$ cat src/rtl/pre_ce_seq_pkg.sv
// Shared types and helpers for the PRE/CE sequencer.
package pre_ce_seq_pkg;

  typedef enum logic [1:0] {
    ST_RESET   = 2'd0,
    ST_HOLD    = 2'd1,
    ST_RELEASE = 2'd2,
    ST_RUN     = 2'd3
  } seq_state_e;

  // Ceiling log2; clog2(1) = 0.
  function automatic int unsigned clog2(input int unsigned value);
    int unsigned result;
    result = 0;
    for (int unsigned i = 0; i < 32; i++) begin
      if ((64'd1 << i) < 64'(value)) result = i + 1;
    end
    return result;
  endfunction

endpackage

$ cat src/rtl/rst_sync_chain.sv
// Async-assert / sync-deassert reset chain: CLR forces rst_s high at once,
// its release drains through SYNC_STAGES flops on the active C edge.
module rst_sync_chain #(
  parameter int unsigned SYNC_STAGES   = 2,
  parameter logic        IS_C_INVERTED = 1'b0
) (
  input  logic C,
  input  logic CLR,
  output logic rst_s
);

  logic [SYNC_STAGES-1:0] sync_q;
  logic [SYNC_STAGES-1:0] sync_d;

  // Shift zeros in from the bottom once CLR is low.
  always_comb begin
    sync_d = {sync_q[SYNC_STAGES-2:0], 1'b0};
  end

  generate
    if (IS_C_INVERTED) begin : g_neg
      // Chain registers on the falling edge of C.
      always_ff @(negedge C or posedge CLR) begin
        if (CLR) sync_q <= '1;
        else     sync_q <= sync_d;
      end
    end else begin : g_pos
      // Chain registers on the rising edge of C.
      always_ff @(posedge C or posedge CLR) begin
        if (CLR) sync_q <= '1;
        else     sync_q <= sync_d;
      end
    end
  endgenerate

  assign rst_s = sync_q[SYNC_STAGES-1];

endmodule

$ cat src/rtl/pre_ce_sequencer.sv
// Upstream control for banks of FDPE flops: holds every group in preset after
// reset, then releases the groups in order and strobes their clock enables.
module pre_ce_sequencer #(
  parameter int unsigned NUM_GRP       = 4,
  parameter int unsigned SYNC_STAGES   = 2,
  parameter int unsigned HOLD_CYCLES   = 16,
  parameter int unsigned GAP_CYCLES    = 2,
  parameter int unsigned CE_DIV        = 1,
  parameter logic        IS_C_INVERTED = 1'b0
) (
  input  logic               C,
  input  logic               CLR,
  input  logic               SRST,
  input  logic               CE_EN,
  output logic [NUM_GRP-1:0] PRE,
  output logic [NUM_GRP-1:0] CE,
  output logic               DONE,
  output logic [1:0]         STATE
);

  import pre_ce_seq_pkg::*;

  localparam int unsigned CNT_MAX = (HOLD_CYCLES > GAP_CYCLES) ? HOLD_CYCLES : GAP_CYCLES;
  localparam int unsigned CNT_W   = clog2(CNT_MAX + 1);
  localparam int unsigned PH_W    = (CE_DIV > 1) ? clog2(CE_DIV) : 1;

  localparam logic [CNT_W-1:0] HOLD_LAST = CNT_W'(HOLD_CYCLES - 1);
  localparam logic [CNT_W-1:0] GAP_LAST  = CNT_W'((GAP_CYCLES > 0) ? GAP_CYCLES - 1 : 0);
  localparam logic [PH_W-1:0]  PH_LAST   = PH_W'(CE_DIV - 1);

  logic                 rst_s;
  seq_state_e           state_q, state_d;
  logic [CNT_W-1:0]     cnt_q, cnt_d;
  logic [NUM_GRP-1:0]   pre_q, pre_d;
  logic                 done_q, done_d;
  logic [PH_W-1:0]      phase_q, phase_d;

  logic [NUM_GRP-1:0]   pre_shift;
  logic [NUM_GRP-1:0]   pre_first;
  logic [PH_W-1:0]      phase_next;
  logic                 tick;

  rst_sync_chain #(
    .SYNC_STAGES   (SYNC_STAGES),
    .IS_C_INVERTED (IS_C_INVERTED)
  ) u_rst_sync (
    .C     (C),
    .CLR   (CLR),
    .rst_s (rst_s)
  );

  // Release helpers: a left shift clears the lowest still-set PRE bit, so
  // groups can only ever leave preset in ascending order.
  always_comb begin
    pre_shift  = pre_q << 1;
    pre_first  = (GAP_CYCLES == 0) ? '0 : pre_shift;
    phase_next = (phase_q == PH_LAST) ? '0 : phase_q + PH_W'(1);
  end

  // Sequencer next state: restart, hold count, staggered release, CE phase.
  always_comb begin
    state_d = state_q;
    cnt_d   = cnt_q;
    pre_d   = pre_q;
    done_d  = done_q;
    phase_d = phase_q;
    if ((state_q != ST_RESET) && SRST) begin
      state_d = ST_HOLD;
      cnt_d   = '0;
      pre_d   = '1;
      done_d  = 1'b0;
      phase_d = '0;
    end else begin
      case (state_q)
        ST_RESET: begin
          if (!rst_s) begin
            state_d = ST_HOLD;
            cnt_d   = '0;
          end
        end
        ST_HOLD: begin
          if (cnt_q == HOLD_LAST) begin
            cnt_d   = '0;
            phase_d = '0;
            pre_d   = pre_first;
            if (pre_first == '0) begin
              state_d = ST_RUN;
              done_d  = 1'b1;
            end else begin
              state_d = ST_RELEASE;
            end
          end else begin
            cnt_d = cnt_q + CNT_W'(1);
          end
        end
        ST_RELEASE: begin
          phase_d = phase_next;
          if (cnt_q == GAP_LAST) begin
            cnt_d = '0;
            pre_d = pre_shift;
            if (pre_shift == '0) begin
              state_d = ST_RUN;
              done_d  = 1'b1;
            end
          end else begin
            cnt_d = cnt_q + CNT_W'(1);
          end
        end
        ST_RUN: begin
          phase_d = phase_next;
        end
        default: begin
          state_d = ST_RESET;
        end
      endcase
    end
  end

  // Same register body on either edge of C; CLR presets asynchronously.
  generate
    if (IS_C_INVERTED) begin : g_neg
      // Sequencer state on the falling edge of C.
      always_ff @(negedge C or posedge CLR) begin
        if (CLR) begin
          state_q <= ST_RESET;
          cnt_q   <= '0;
          pre_q   <= '1;
          done_q  <= 1'b0;
          phase_q <= '0;
        end else begin
          state_q <= state_d;
          cnt_q   <= cnt_d;
          pre_q   <= pre_d;
          done_q  <= done_d;
          phase_q <= phase_d;
        end
      end
    end else begin : g_pos
      // Sequencer state on the rising edge of C.
      always_ff @(posedge C or posedge CLR) begin
        if (CLR) begin
          state_q <= ST_RESET;
          cnt_q   <= '0;
          pre_q   <= '1;
          done_q  <= 1'b0;
          phase_q <= '0;
        end else begin
          state_q <= state_d;
          cnt_q   <= cnt_d;
          pre_q   <= pre_d;
          done_q  <= done_d;
          phase_q <= phase_d;
        end
      end
    end
  endgenerate

  assign tick  = (phase_q == '0);
  assign CE    = ~pre_q & {NUM_GRP{tick & CE_EN}};
  assign PRE   = pre_q;
  assign DONE  = done_q;
  assign STATE = state_q;

endmodule

$ cat config.mk
export PLATFORM = sky130hd
export DESIGN_NAME = pre_ce_sequencer
export DESIGN_NICKNAME = d
export VERILOG_FILES = /design/src/rtl/pre_ce_seq_pkg.sv /design/src/rtl/rst_sync_chain.sv /design/src/rtl/pre_ce_sequencer.sv
export SDC_FILE = /design/constraint.sdc
export NUM_CORES = 1
export LEC_CHECK = 0
export ABC_AREA = 1
export CORE_ASPECT_RATIO = 0.75
export CORE_MARGIN = 1.5
export CORE_UTILIZATION = 41
export CTS_BUF_LIST = sky130_fd_sc_hd__clkbuf_8
export DETAILED_ROUTE_END_ITERATION = 10
export PLACE_DENSITY = 0.62
export SYNTH_ARGS = -nofsm -noshare
export SYNTH_HDL_FRONTEND = slang
export SYNTH_SLANG_ARGS = --single-unit
$ cat constraint.sdc
create_clock -name C -period 2.1 [get_ports C]
set_input_delay 0.315 -clock C [delete_from_list [all_inputs] [get_ports C]]
set_output_delay 0.315 -clock C [all_outputs]
set_load 0.01 [all_outputs]
== Word level (Yosys, flattened, before mapping) ==
Index checks and enable logic that the tools add are counted.
Widths: inputs -> output; s select.

* Bits of input ports: 4
* Register bits: 15
* Logic and storage cells: 58
* Output and inout port bits: 11

* Add/sub/neg operators: 2
* Bitwise gates (word level): 4
* Reductions and logical operators: 12
* Multiplexer cells: 25
* Eq/ne operators: 9

{| class="wikitable"
|+ Operators with widths
! operator !! number
|-
| $mux 5 || 4
|-
| $pmux 5 s3 || 1
|-
| $mux 4 || 3
|-
| $ne 3x3->1 const B || 4
|-
| $mux 2 || 5
|-
| $mux 1 || 8
|-
| $pmux 4 s2 || 1
|-
| $pmux 2 s3 || 1
|-
| $reduce_bool 3->1 || 2
|-
| $add 5x1->5 const B || 1
|-
| $eq 5x1->1 const B || 1
|-
| $eq 5x4->1 const B || 1
|-
| $reduce_and 5->1 || 1
|-
| $and 4x4->4 || 1
|-
| $eq 2x2->1 const B || 2
|-
| $logic_not 4->1 || 1
|-
| $not 4->4 || 1
|-
| $pmux 1 s2 || 2
|-
| $reduce_and 2->1 || 2
|-
| $reduce_bool 4->1 || 1
|-
| $reduce_and 3->1 || 1
|-
| $eq 2x1->1 const B || 1
|-
| $logic_not 2->1 || 1
|-
| $reduce_bool 2->1 || 1
|-
| other kinds (5) || 5
|}

== Longest topological paths before layout ==
* Word-level depth: 5
* Depth in mapped cells: 11
* Mapped depth without buffers: 11

== Cells and area by module ==
Synthesis repeated with hierarchy kept, for this count alone.

* Cells, all modules: 120
* Area, all modules: 867.1 µm²

{| class="wikitable"
|+ Modules (own cells, without submodules)
! module !! sequential area each (µm²) !! area each (µm²) !! instances !! cells an instance
|-
| pre_ce_sequencer || 305.3 || 807.0 || 1 || 116
|-
| rst_sync_chain || 52.6 || 60.1 || 1 || 4
|}

== Worst setup path after synthesis ==
OpenSTA, ideal clock, no wires.

* Path kind: register to register
* Start: reg cnt_q[0]
* End: reg done_q, in the netlist DONE
* Period minus slack after synthesis: 1552 ps
* Setup time: 117 ps
* Buffers on the path: 0
* Stages on the path, launching flop included: 12
* Data required time: 1983 ps
* Data arrival time: 1435 ps
* Path slack: 548 ps
* Cells stage by stage: dfrtp_1 ha_1 nand2_1 nor2_1 ha_1 inv_1 nand2_1 nor2_8 nor2_8 nand2_4 nand2_1 nand2_1

* Cells in the longest elaborated chain, start to end: 3
* Elaborated cells between the ends (all ways): 5
* Those cells by class: eq/ne: 4; reduce/logical: 1

{| class="wikitable"
|+ RTL lines
! element !! line !! RTL
|-
| start, declared || pre_ce_sequencer.sv:33 || <nowiki>logic [CNT_W-1:0] cnt_q, cnt_d;</nowiki>
|-
| start signal, assigned || pre_ce_sequencer.sv:149 || <nowiki>cnt_q <= cnt_d;</nowiki>
|-
| $eq 5x1->1 / $eq 5x4->1 (equally long branches) || pre_ce_sequencer.sv:98, pre_ce_sequencer.sv:82 ||
|-
| $ne 3x3->1 (no line) || - ||
|-
| $reduce_and 3->1 (no line) * || - ||
|-
| end signal, assigned || pre_ce_sequencer.sv:151 || <nowiki>done_q <= done_d;</nowiki>
|-
| end, declared || pre_ce_sequencer.sv:35 || <nowiki>logic done_q, done_d;</nowiki>
|}

Mark *: on every way between the ends. The rest lies on a longest branch, timed or not.
A chain may end at the register's enable or synchronous reset.

== Worst setup path in the final report ==
* Start: in CE_EN
* End: out CE[1]

* Cells in the longest elaborated chain, start to end: 2

{| class="wikitable"
|+ RTL lines
! element !! line !! RTL
|-
| start, declared || pre_ce_sequencer.sv:14 || <nowiki>input logic CE_EN,</nowiki>
|-
| $and 1x1->1 || pre_ce_sequencer.sv:159 || <nowiki>assign CE = ~pre_q & {NUM_GRP{tick & CE_EN}};</nowiki>
|-
| $and 4x4->4 || pre_ce_sequencer.sv:159 ||
|-
| end, declared || pre_ce_sequencer.sv:16 || <nowiki>output logic [NUM_GRP-1:0] CE,</nowiki>
|}

No other way between the ends.

==> flow_metrics.env <==
export IMPL_dpl_hpwl_mm=1.609
export IMPL_drtIter0Drc=29
export IMPL_fin_area_um2=1225
export IMPL_hold_depth=0
export IMPL_drtPass1Iterations=4
export IMPL_rrSetupSlack_ns=0.34
export IMPL_vias=806
export IMPL_hold_viol=0
export IMPL_r2r_end="DONE$_DFFE_PP0P_"
export IMPL_cts_tree="yes"
export IMPL_clk_latency_ns=0.25
export IMPL_final_max_slew_viol_count=0
export IMPL_hold_buffers=0
export IMPL_drc=0
export IMPL_rows=15
export IMPL_end_kind="output port"
export IMPL_synth_top_cell_area_share_pct=20.28
export IMPL_ant_nets=0
export IMPL_cpPeakStageDelay_ns=0.54
export IMPL_worst_r2r_cell_count=11
export IMPL_syn_nets=139
export IMPL_cts_buffers=3
export IMPL_die_h_um=45.50
export IMPL_wl_met3_um=59
export IMPL_power_frac_clock_pct=13.9
export IMPL_drive_gt1_share_pct=17.81
export IMPL_final_cell_mix="nand2_1, inv_1, clkdlybuf4s50_1, nor2_1, dfrtp_1"
export IMPL_min_period_ns=1.781
export IMPL_grt_pass1_wl_mm=3.381
export IMPL_crit_fanout=4
export IMPL_netSwitchingFraction_pct=45.48
export IMPL_synth_area_leader_cell="dfrtp_1"
export IMPL_antenna_found_initial=0
export IMPL_slew_headroom_pct=62.65
export IMPL_final_common_cell="nand2_1"
export IMPL_grt_max_degree=15
export IMPL_cp_common_cell="clkdlybuf4s50_1"
export IMPL_gp_congestion=0.7751
export IMPL_io_buffers=14
export IMPL_fin_nets=158
export IMPL_ys_types=23
export IMPL_clk_pin_slew_ns=0.06
export IMPL_first_global_vias=739
export IMPL_worst_ep_required_time_ns=1.78
export IMPL_rsz0062_at_grt="no"
export IMPL_cts_repair_resized=0
export IMPL_power_mw=1.910
export IMPL_holdCritPathClass="flop to flop"
export IMPL_clock_root_buffer="clkbuf_8"
export IMPL_start_kind="input pin"
export IMPL_cellLeakagePower_nw=0.6215
export IMPL_ys_seq_elements=14
export IMPL_p_int_mw=1.041
export IMPL_path_cells="clkdlybuf4s50_1 -> inv_1 -> nor2_1 -> clkdlybuf4s50_1"
export IMPL_wl_met1_mm=1.033
export IMPL_yosys_top_cells_area="dfrtp_1, dfstp_2, nand2_1, ha_1, inv_1"
export IMPL_critical_path_slowest_cell="clkdlybuf4s50_1"
export IMPL_area_delta_synth_final_pct=24.08
export IMPL_status="completed"
export IMPL_floorplan_initialDensity_pct=43.11
export IMPL_placed_area_um2=1170
export IMPL_finalCritPeriodShare_pct=84.83
export IMPL_cap_violations=0
export IMPL_r2r_start="cnt_q[0]$_DFFE_PP0P_"
export IMPL_route_met2_wl_um=877
export IMPL_fmax_ghz=0.5614
export IMPL_fill_cells=227
export IMPL_coreArea_um2=2290
export IMPL_syn_mean_instance_area_um2=7.712
export IMPL_die_x_um=59.66
export IMPL_power_frac_seq_pct=26.0
export IMPL_p_per_area_nw_per_um2=1559
export IMPL_post_cts_setup_buffers=0
export IMPL_grt_usage_pct=17.41
export IMPL_netlist_instances=128
export IMPL_cts_buffer_depth=2
export IMPL_grt_ovfl_total=0
export IMPL_die_area_um2=2714
export IMPL_syn_area_um2=987.2
export IMPL_highest_layer="met4"
export IMPL_p_switching_mw=0.8685
export IMPL_ir_drop_mv=0.6831
export IMPL_setup_tns_ns=0
export IMPL_combPwrFrac_pct=60.1
export IMPL_whs_endpoint="u_rst_sync.sync_q[1]$_DFF_PP1_"
export IMPL_totalWireLength_mm=1.982
export IMPL_boundaryPins=15
export IMPL_hold_path_startpoint="u_rst_sync.sync_q[0]$_DFF_PP1_"
export IMPL_cts_sinks=14
export IMPL_clock_skew_ns=0.007201
export IMPL_yosysWarnings=0
export IMPL_detail_route_wl_per_cell_um=11.01
export IMPL_setup_viol=0
export IMPL_cp_arrival_ns=1.47
export IMPL_worstMarginPinSlew_ns=0.5597
export IMPL_path_class="input pin to output port"
export IMPL_avgViaCountPerCell=4.478
export IMPL_diodes=0
export IMPL_seq_area_frac_synth_pct=36.25
export IMPL_htreeDepth=1
==> worst max-delay path: cells and delay by family <==
kind,cells,cell delay [ns]
buf+inv,3,1.07
simple gates,1,0.08
==> per-stage QoR <==
stage | setup WS, ns | hold slack (ns) | cells | utilization [%]
2_1_floorplan | 0.5481 | 0.1999 | 128 | -
3_3_place_gp | 0.3434 | 0.3465 | 176 | 51.09
3_5_place_dp | 0.3194 | 0.3479 | 176 | 51.09
4_1_cts | 0.3105 | 0.3566 | 180 | 53.50
5_1_grt | 0.1488 | 0.3622 | 180 | 53.50
6_report | 0.3186 | 0.3548 | 180 | 53.50
==> cells in the mapped netlist <==
| library cell | count |
|---|---|
| nand2_2 | 3 |
| nor2_4 | 2 |
| inv_1 | 22 |
| a21oi_1 | 3 |
| nand3_1 | 7 |
| nor2_1 | 11 |
| nand2_1 | 40 |
| dfrtp_1 | 8 |
| nand3b_1 | 1 |
| nor2_8 | 2 |
| a21oi_2 | 2 |
| a21boi_1 | 1 |
| inv_6 | 1 |
| bufinv_8 | 1 |
| nand3_2 | 1 |
| dfstp_2 | 6 |
| nand4_1 | 1 |
| ha_1 | 7 |
| nand2_4 | 3 |
| o21ai_1 | 3 |
| inv_2 | 1 |
| o21ai_0 | 1 |
| conb_1 | 1 |
==> cell type report <==
cell class	instances	area, um2	area share (%)
inverters	25	112.6	9.193
flip-flops and latches	14	357.8	29.21
multi-input cells	89	516.7	42.19
repair buffers	14	140.1	11.44
well taps	34	42.54	3.473
clock buffers	4	55.05	4.494
==> sequential cells by signal, indices dropped and copies added (netlist names) <==
register and cells:
STATE 2, u_rst_sync.sync_q 2, DONE 1, PRE 4, cnt_q 5
==> routing by layer <==
layer | global-route usage (%) | up-vias
li1 | - | 424
met1 | 24.65 | 371
met2 | 26.30 | 9
met3 | 5.114 | 2
met4 | 4.000 | 0
met5 | 0 | -
==> power by group through the flow <==
stage | sequential (mW) | combinational, mW | clock (mW)
detailed placement | 0.501 | 1.15 | 0
global route | 0.512 | 1.28 | 0.286
global placement | 0.494 | 1.12 | 0
CTS | 0.497 | 1.16 | 0.274
floorplan | 0.507 | 0.795 | 0
finish | 0.497 | 1.15 | 0.266
==> how the worst max path moves through the flow <==
stage / slack [ns] / endpoint / start
finish: 0.32 / CE[1] / CE_EN
global route: 0.15 / DONE$_DFFE_PP0P_ / cnt_q[0]$_DFFE_PP0P_
detailed placement: 0.32 / DONE$_DFFE_PP0P_ / cnt_q[0]$_DFFE_PP0P_
floorplan: 0.55 / DONE$_DFFE_PP0P_ / cnt_q[0]$_DFFE_PP0P_
CTS: 0.31 / DONE$_DFFE_PP0P_ / cnt_q[0]$_DFFE_PP0P_
global placement: 0.34 / CE[3] / CE_EN
==> logic make-up after synthesis <==
kind of cell / Yosys count / synth area share (%)
simple gates: 71 / 37.01
buf+inv: 25 / 11.41
flops: 14 / 36.25
compound gates: 10 / 6.083
fa+ha+maj: 7 / 8.872
other cells: 1 / 0.3799
No activity file was read; power rests on OpenSTA's default activity.
